### src/rtl/regfile_write_port_if.sv
// Write-back handshake bundle between the WB stage (master) and the register file write port (slave).
// A transfer happens on a rising edge where wb_valid && wb_ready; wb_ready depends on buffer state only,
// and a master that sees wb_ready low keeps wb_valid, wb_rd and wb_data stable until the transfer.
interface regfile_write_port_if #(
  parameter int XLEN = 32,
  parameter int AW   = 5
);
  logic            wb_valid;
  logic            wb_ready;
  logic [AW-1:0]   wb_rd;
  logic [XLEN-1:0] wb_data;

  modport master (output wb_valid, output wb_rd, output wb_data, input wb_ready);
  modport slave  (input wb_valid, input wb_rd, input wb_data, output wb_ready);
endinterface

### src/rtl/regfile_write_port.sv
// Write side of the integer register file: a small in-order write buffer that commits one write per
// cycle into the register array, plus a per-register pending scoreboard for issue hazard checks.
module regfile_write_port #(
  parameter int XLEN  = 32,
  parameter int NREG  = 32,
  parameter int AW    = 5,
  parameter int DEPTH = 2
) (
  input  logic                 clk,
  input  logic                 rst_n,
  input  logic                 iss_valid,
  input  logic [AW-1:0]        iss_rd,
  input  logic                 hold,
  regfile_write_port_if.slave  wb,
  output logic [NREG*XLEN-1:0] regs_flat,
  output logic [NREG-1:0]      pending,
  output logic [AW-1:0]        buf_count
);

  localparam int PW = $clog2(DEPTH);

  logic [AW-1:0]   buf_rd   [DEPTH];
  logic [XLEN-1:0] buf_data [DEPTH];
  logic [PW-1:0]   head;
  logic [PW-1:0]   tail;
  logic [AW-1:0]   cnt;
  logic [XLEN-1:0] rf [1:NREG-1];
  logic [NREG-1:0] pend;

  logic            push;
  logic            pop;
  logic [AW-1:0]   head_rd;
  logic [XLEN-1:0] head_data;

  assign wb.wb_ready = (cnt != AW'(DEPTH));
  assign push        = wb.wb_valid && wb.wb_ready;
  // An entry pushed into an empty buffer is only visible to pop on the next edge: no wb->rf bypass.
  assign pop         = (cnt != '0) && !hold;
  assign head_rd     = buf_rd[head];
  assign head_data   = buf_data[head];

  // Buffer payload is not reset; the count and pointers alone define which entries are live.
  always_ff @(posedge clk) begin
    if (push) begin
      buf_rd[tail]   <= wb.wb_rd;
      buf_data[tail] <= wb.wb_data;
    end
  end

  always_ff @(posedge clk or negedge rst_n) begin
    if (!rst_n) begin
      head <= '0;
      tail <= '0;
      cnt  <= '0;
    end else begin
      if (push) tail <= tail + PW'(1);
      if (pop)  head <= head + PW'(1);
      case ({push, pop})
        2'b10:   cnt <= cnt + AW'(1);
        2'b01:   cnt <= cnt - AW'(1);
        default: cnt <= cnt;
      endcase
    end
  end

  // Register 0 has no storage; a drained x0 entry simply matches no row.
  always_ff @(posedge clk or negedge rst_n) begin
    if (!rst_n) begin
      for (int i = 1; i < NREG; i++) rf[i] <= '0;
    end else if (pop) begin
      for (int i = 1; i < NREG; i++) begin
        if (head_rd == AW'(i)) rf[i] <= head_data;
      end
    end
  end

  // Set takes priority over clear: a same-edge issue belongs to a newer instruction still in flight.
  always_ff @(posedge clk or negedge rst_n) begin
    if (!rst_n) begin
      pend <= '0;
    end else begin
      for (int i = 1; i < NREG; i++) begin
        if (iss_valid && iss_rd == AW'(i))   pend[i] <= 1'b1;
        else if (pop && head_rd == AW'(i))   pend[i] <= 1'b0;
      end
    end
  end

  always_comb begin
    regs_flat = '0;
    for (int i = 1; i < NREG; i++) regs_flat[XLEN*i +: XLEN] = rf[i];
  end

  assign pending   = pend;
  assign buf_count = cnt;

endmodule
### src/flat_wrapper.sv
// flat-port wrapper written by rule: the top's interface ports become plain ports
module regfile_write_port_flat 
#(
  parameter int XLEN  = 32,
  parameter int NREG  = 32,
  parameter int AW    = 5,
  parameter int DEPTH = 2
)
  (clk, rst_n, iss_valid, iss_rd, hold, regs_flat, pending, buf_count, wb_wb_valid, wb_wb_rd, wb_wb_data, wb_wb_ready);
  regfile_write_port_if #(.XLEN(XLEN), .AW(AW)) wb_i ();
  input  logic clk;
  input  logic rst_n;
  input  logic iss_valid;
  input  logic [AW-1:0] iss_rd;
  input  logic hold;
  output logic [NREG*XLEN-1:0] regs_flat;
  output logic [NREG-1:0] pending;
  output logic [AW-1:0] buf_count;
  input wire logic [$bits(wb_i.wb_valid)-1:0] wb_wb_valid;
  input wire logic [$bits(wb_i.wb_rd)-1:0] wb_wb_rd;
  input wire logic [$bits(wb_i.wb_data)-1:0] wb_wb_data;
  output wire logic [$bits(wb_i.wb_ready)-1:0] wb_wb_ready;
  assign wb_i.wb_valid = wb_wb_valid;
  assign wb_i.wb_rd = wb_wb_rd;
  assign wb_i.wb_data = wb_wb_data;
  assign wb_wb_ready = wb_i.wb_ready;
  regfile_write_port #(.XLEN(XLEN), .NREG(NREG), .AW(AW), .DEPTH(DEPTH)) u_core (.clk(clk), .rst_n(rst_n), .iss_valid(iss_valid), .iss_rd(iss_rd), .hold(hold), .wb(wb_i), .regs_flat(regs_flat), .pending(pending), .buf_count(buf_count));
endmodule
### config.mk
export PLATFORM = sky130hd
export DESIGN_NAME = regfile_write_port_flat
export DESIGN_NICKNAME = d
export VERILOG_FILES = /design/src/rtl/regfile_write_port_if.sv /design/src/rtl/regfile_write_port.sv /design/src/flat_wrapper.sv
export SDC_FILE = /design/constraint.sdc
export NUM_CORES = 2
export LEC_CHECK = 0
export CORE_AREA = 2 2 434 436
export CTS_CLUSTER_SIZE = 28
export DETAILED_ROUTE_END_ITERATION = 8
export DIE_AREA = 0 0 436 438
export GPL_TIMING_DRIVEN = 0
export MAX_ROUTING_LAYER = met4
export PLACE_DENSITY_LB_ADDON = 0.2
export SYNTH_ARGS = -nofsm -noshare
export SYNTH_HDL_FRONTEND = slang
export SYNTH_SLANG_ARGS = --single-unit
### constraint.sdc
create_clock -name clk -period 3.9 [get_ports clk]
set_input_delay 0.78 -clock clk [delete_from_list [all_inputs] [get_ports clk]]
set_output_delay 0.78 -clock clk [all_outputs]
set_load 0.005 [all_outputs]
After elaboration in Yosys (flattened, before gate mapping)
Memories as Yosys holds them, arrays and structs flattened.
Cells that the tools add are included.
{ "classes": {"n_addsub": 4, "eq_ne": 65, "muxes": 65, "n_reduce_logical": 129} }
{ "ops": {"columns": ["op", "count"], "rows": [
  ["$eq A5 B5 Y1 const B", 32],
  ["$eq A5 B4 Y1 const B", 16],
  ["$logic_and A1 B1 Y1", 64],
  ["$mux W1", 64],
  ["$reduce_bool A2 Y1", 32],
  ["$reduce_and A2 Y1", 31],
  ["$eq A5 B3 Y1 const B", 8],
  ["$eq A5 B2 Y1 const B", 4],
  ["$eq A5 B1 Y1 const B", 2],
  ["$pmux W5 S2", 1],
  ["$add A5 B1 Y5 const B", 1],
  ["$ne A5 B2 Y1 const B", 1],
  ["$reduce_bool A5 Y1", 1],
  ["$sub A5 B1 Y5 const B", 1],
  ["$add A1 B1 Y1 const B", 2],
  ["$eq A2 B1 Y1 const B", 1],
  ["$eq A2 B2 Y1 const B", 1],
  ["$logic_not A1 Y1", 1]
]} }
{ "totals": {"reg_bits": 1030, "mem_bits_rw": 74, "input_bits": 47, "out_inout_bits": 1062, "elab_cells": 330, "mem_count": 2} }
{ "mem_list": {"columns": ["name", "depth", "width", "read_ports", "rd_clocked_by_memory_dff", "write_ports", "line", "source"], "rows": [
  ["u_core.buf_data", 2, 32, 1, 0, 1, "regfile_write_port.sv:23", "logic [XLEN-1:0] buf_data [DEPTH];"],
  ["u_core.buf_rd", 2, 5, 1, 0, 1, "regfile_write_port.sv:22", "logic [AW-1:0] buf_rd [DEPTH];"]
]} }

Depth between registers and ports, before layout
{ "logic_depth": {"depth_word": 5, "mapped_depth": 14, "ltp_nobuf": 10} }

Worst setup path before layout
No wires, ideal clock.
{ "synth_timing": {"path_type": "flip-flop to flip-flop", "from": "reg u_core.cnt[2], in the netlist u_core.buf_count[2]", "to": "reg u_core.cnt[4], in the netlist u_core.buf_count[4]", "setup_time_ps": 101, "t_arrival_ps": 2869, "required_time_ps": 3799, "slack_ps": 930, "path_stages_with_launch": 15, "n_path_buf": 4, "period_less_slack_ps": 2970, "path_cell_list": "dfrtp_1 buf_6 nor4_4 a21o_4 buf_8 buf_6 inv_1 ha_1 clkbuf_1 xor2_1 ha_1 nand3_1 o21ai_0 mux2_2 nor4_1"} }
{ "synth_via": {"elab_chain_cells": 4, "elab_cells_between_ends": 10, "cone_classes": "2 x add/sub; 3 x eq/ne; 1 x mux; 4 x reduce/logical"} }
{ "synth_lines": {"columns": ["element", "line", "source"], "rows": [
  ["from (decl)", "regfile_write_port.sv:26", "logic [AW-1:0] cnt;"],
  ["from (signal assigned)", "regfile_write_port.sv:59", "2'b10: cnt <= cnt + AW'(1);"],
  ["from (signal assigned)", "regfile_write_port.sv:60", "2'b01: cnt <= cnt - AW'(1);"],
  ["from (signal assigned)", "regfile_write_port.sv:61", "default: cnt <= cnt;"],
  ["$reduce_bool A5 Y1 *", "regfile_write_port.sv:38", "assign pop = (cnt != '0) && !hold;"],
  ["$logic_and A1 B1 Y1 *", "regfile_write_port.sv:38", null],
  ["named net u_core.pop", "regfile_write_port.sv:31", "logic pop;"],
  ["$eq A2 B1 Y1 or $eq A2 B2 Y1 (tied branches)", "regfile_write_port.sv:58", "case ({push, pop})"],
  ["$pmux W5 S2 or $reduce_bool A2 Y1 (tied branches)", null, null]
]} }
The timed path passes the listed nets; every way through them passes the cells marked *.
A chain may end at the register's enable or synchronous reset.

Worst setup path after layout
{ "layout_timing": {"from": "reg u_core.cnt[3], in the netlist u_core.buf_count[3]", "to": "reg u_core.cnt[4], in the netlist u_core.buf_count[4]"} }
The elaborated chain is that of the path after synthesis.

==> reports/results.md <==
| Stage | Quantity | Value |
|:---|:---|:---|
| run status | Status | complete, no violations |
| critical path | Timing startpoint of the critical path | u_core.buf_count[3] |
| critical path | R2R Setup Slk | 510 ps |
| global routing | Overflow left after global routing | 0 |
| logic synthesis | List of most frequent post-synthesis cells | 1030 x sky130_fd_sc_hd__dfrtp_1, 997 x sky130_fd_sc_hd__mux2_2, 97 x sky130_fd_sc_hd__clkbuf_1, 74 x sky130_fd_sc_hd__edfxtp_1, 66 x sky130_fd_sc_hd__buf_4 |
| power and ir drop | Power per standard cell area | 899 nW/um^2 |
| clock tree | CTS H-tree depth | 4 |
| route | Via Count | 26800 |
| final layout | Final core utilization | 32.7% |
| sta | Final critical path time including I/O delays and setup | 3390 ps |
| route | First-pass detailed-route iteration total | 7 |
| worst hold path | Worst hold path class | register to register |
| logic synthesis | Async set or reset register ratio after synthesis | 93.3% |
| logic synthesis | Most numerous cell in the Yosys netlist | sky130_fd_sc_hd__dfrtp_1 |
| logic synthesis | Count of yosys warnings during synthesis | 1 |
| clock tree | Number of CTS-inserted buffers | 136 |
| critical path | Critical R2R Capture | u_core.buf_count[4] |
| die | Die Ht | 438 um |
| clock tree | Clock Sinks | 1104 |
| power and ir drop | Static Leakage | 26.6 nW |
| job | Max-cap violations | 0 |
| global routing | Vias in the first global route | 27700 |
| sta | Measured slew at the worst slew-check pin | 1150 ps |
| final layout | Area added between synthesis and finish | 44.5% |
| placed design | Count of input and output buffers | 1075 |
| die | Total number of placement rows | 159 |
| route | DRC Markers | 0 |
| final layout | Number of fill cells | 18600 |
| route | Drt wl/cell | 27.7 um |
| global routing | Initial antenna violation count | 33 |
| placed design | HPWL after detailed placement | 130000 um |
| die | Die ar. | 191000 um^2 |
| logic synthesis | Syn Inst Count | 2554 |
| die | Initial core utilization | 22.6% |
| logic synthesis | Prevailing post-synth register cell | sky130_fd_sc_hd__dfrtp_1 |
| die | Floorplan Core Area | 187000 um^2 |
| sta | Max Fclk | 0.295 GHz |
| logic synthesis | Post-synthesis sequential area ratio | 66.4% |
| critical path | Crit path required time | 4560 ps |
| logic synthesis | Unique cell type count in the Yosys netlist | 51 |
| clock tree | Clk_lat worst skew | 790 ps |
| critical path | Worst reg2reg path startpoint | u_core.buf_count[3] |
| route | Number of nets with antenna violations after routing | 0 |
| logic synthesis | Register bit total from synthesis | 1104 |
| critical path | Worst Setup EP | u_core.buf_count[4] |
| logic synthesis | Main area contributors after synthesis | sky130_fd_sc_hd__dfrtp_1 61%, sky130_fd_sc_hd__mux2_2 27%, sky130_fd_sc_hd__edfxtp_1 5.3%, sky130_fd_sc_hd__buf_4 1.2%, sky130_fd_sc_hd__clkbuf_1 0.86% |
| clock tree | Clock root buffer | sky130_fd_sc_hd__clkbuf_16 |
| worst hold path | Instance count along the most critical hold path | 1 |
| sta | Unrepaired setup endpoints after global routing | no |
| sta | Slew HR | 22.6% |
| global routing | Maximum number of pins on one net before global-route repair | 169 |
| critical path | Worst setup path category | register to register |
| sta | TNS Setup | 0 ps |
| logic synthesis | Proportion of netlist area held by the largest area contributor | 61.1% |
| die | Top-level I/O count | 1109 |
| critical path | Arrival time at the worst endpoint | 4060 ps |
| clock tree | Clock-pin transition on the worst setup and hold timing paths | 60 ps |
| clock tree | Maximum root-to-sink buffer count | 3 |
| global routing | Global-route total usage across every layer | 18.7% |
| logic synthesis | Average footprint of a synthesized cell | 16.5 um^2 |
| die | Chip width | 436 um |
| critical path | Highest net fanout along the worst path | 10 |
| sta | Layout Skew | 32.4 ps |
| global routing | Global-route wire length before repair | 241000 um |
| critical path | Worst Setup End Kind | register |
| final layout | Count of nets after finishing | 3859 |
| power and ir drop | VDD IR max | 416 uV |
| placed design | Placer Congestion | 0.822 |
| sta | Total setup violations reported at the end of the flow | 0 |
| sta | Max-slew violation count | 0 |
| clock tree | TritonCTS clock tree | done |
| route | Final WL | 178000 um |
| logic synthesis | Synthesized area | 42200 um^2 |
| final layout | Share of final-layout standard cells stronger than drive strength 1 | 35.5% |
| critical path | Register-to-Register Path Depth | 13 |
| sta | Share of the clock period used by the worst path after layout | 87.0% |
| route | Via density | 4.18 |
| logic synthesis | EDFF count, synth | 74 |
| logic synthesis | Biggest area consumer among synthesized cells | sky130_fd_sc_hd__dfrtp_1 |
| route | DRT iter0 DRCs | 1113 |
| critical path | Critical path startpoint category | register |
| sta | Final Hold Vio Count | 0 |
==> worst min-delay path by stage <==
stage	from	end	slack, ps
final	u_core.regs_flat[799]	u_core.regs_flat[799]	480
after global routing	u_core.regs_flat[627]	u_core.regs_flat[627]	490
after CTS	wb_wb_data[21]	u_core.buf_data[1][21]	480
after detailed placement	u_core.regs_flat[799]	u_core.regs_flat[799]	470
after global placement	u_core.regs_flat[592]	u_core.regs_flat[592]	470
after floorplan	u_core.tail	u_core.tail	460
==> cell usage in the layout, fill, tap and decap left out, drive strengths merged, types with 5 or more instances in the layout <==
cell           instances
clkdlybuf4s50       1074
dfrtp               1030
mux2                1027
clkbuf               291
buf                  150
edfxtp                74
inv                   38
conb                  33
nand2                 31
nor2                  23
clkinv                21
diode                 16
nor4                  14
o21ai                 13
o2bb2ai               10
bufinv                 7
xnor2                  5
a21oi                  5
==> logic make-up (layout without fill, tap and decap cells) <==
family	after synthesis	count (layout)	synth area share, %
AO/OA/AOI/OAI	54	54	1.01
buffers and inverters	264	1584	3.35
adder cells (fa/ha/maj)	2	2	0.0593
XOR/XNOR	7	7	0.145
AND/OR/NAND/NOR	94	94	1.58
multiplexers	1028	1028	27.5
flip-flops	1104	1104	66.4
other	1	49	0.00889
==> per-layer routing <==
| metal | share of wire [%] | track usage, % | vias up | routed length (um) |
|---|---|---|---|---|
| li1 | - | - | 11500 | - |
| met1 | 41 | 21.9 | 14300 | 72100 |
| met2 | 51 | 32.0 | 813 | 91100 |
| met3 | 5.7 | 4.79 | 204 | 10100 |
| met4 | 2.4 | 5.02 | 0 | 4340 |
| met5 | 0 | - | - | 0 |
==> repair_timing <==
action | 4_1_cts | 5_1_grt
endpoints found under the hold margin | 89 | 0
hold buffers | 1 | 0
buffers inserted | 0 | 0
gates resized for setup | 0 | 0
==> critical path, cell delays in order, from the launching register on <==
cell and delay, ps:
sky130_fd_sc_hd__dfrtp_1 490, sky130_fd_sc_hd__nor4_4 380, sky130_fd_sc_hd__a21o_4 210, sky130_fd_sc_hd__buf_8 190, sky130_fd_sc_hd__buf_6 200, sky130_fd_sc_hd__inv_1 60, sky130_fd_sc_hd__ha_1 200, sky130_fd_sc_hd__clkbuf_1 230
sky130_fd_sc_hd__xor2_1 190, sky130_fd_sc_hd__ha_1 250, sky130_fd_sc_hd__nand3_1 110, sky130_fd_sc_hd__o21ai_0 130, sky130_fd_sc_hd__mux2_2 360, sky130_fd_sc_hd__nor4_1 270
==> metrics by stage <==
| stage | area [um^2] | hold slack (ps) | total power [W] | setup WS (ps) | cells |
|---|---|---|---|---|---|
| global placement | 56200 | 468 | 0.0428 | -49210 | 6156 |
| CTS | 60900 | 483 | 0.0559 | 403 | 6401 |
| finish | 61000 | 483 | 0.0548 | 505 | 6417 |
| floorplan | 42300 | 461 | 0.0265 | 930 | 2586 |
| detailed placement | 56500 | 474 | 0.0428 | 4.50 | 6166 |
| global route | 60900 | 493 | 0.0576 | 264 | 6407 |
==> report_power, final <==
part / switching, W / internal [W] / total, W
Clock: 0.00513 / 0.00757 / 0.0127
Sequential: 0.00267 / 0.0168 / 0.0195
Combinational: 0.00974 / 0.0128 / 0.0226
Total: 0.0175 / 0.0372 / 0.0548
==> flip-flops by register name, indices dropped and copies added, names as in the netlist <==
name              count
u_core.tail           1
u_core.buf_rd        10
u_core.regs_flat    992
u_core.buf_count      5
u_core.buf_data      64
u_core.pending       31
u_core.head           1
==> cell type report <==
| class | instances | area (um^2) | share of cell area (%) |
|---|---|---|---|
| sequential | 1104 | 28000 | 45.9 |
| multi-input combinational | 1218 | 12900 | 21.2 |
| timing repair buffer | 1086 | 11000 | 18.1 |
| clock buffer | 194 | 3990 | 6.54 |
| tap | 2495 | 3120 | 5.12 |
| buffer | 236 | 1310 | 2.14 |
| clock inverter | 40 | 465 | 0.764 |
| inverter | 28 | 105 | 0.172 |
| antenna | 16 | 40.0 | 0.0657 |
Note: power is estimated with default switching activity, not from simulation.
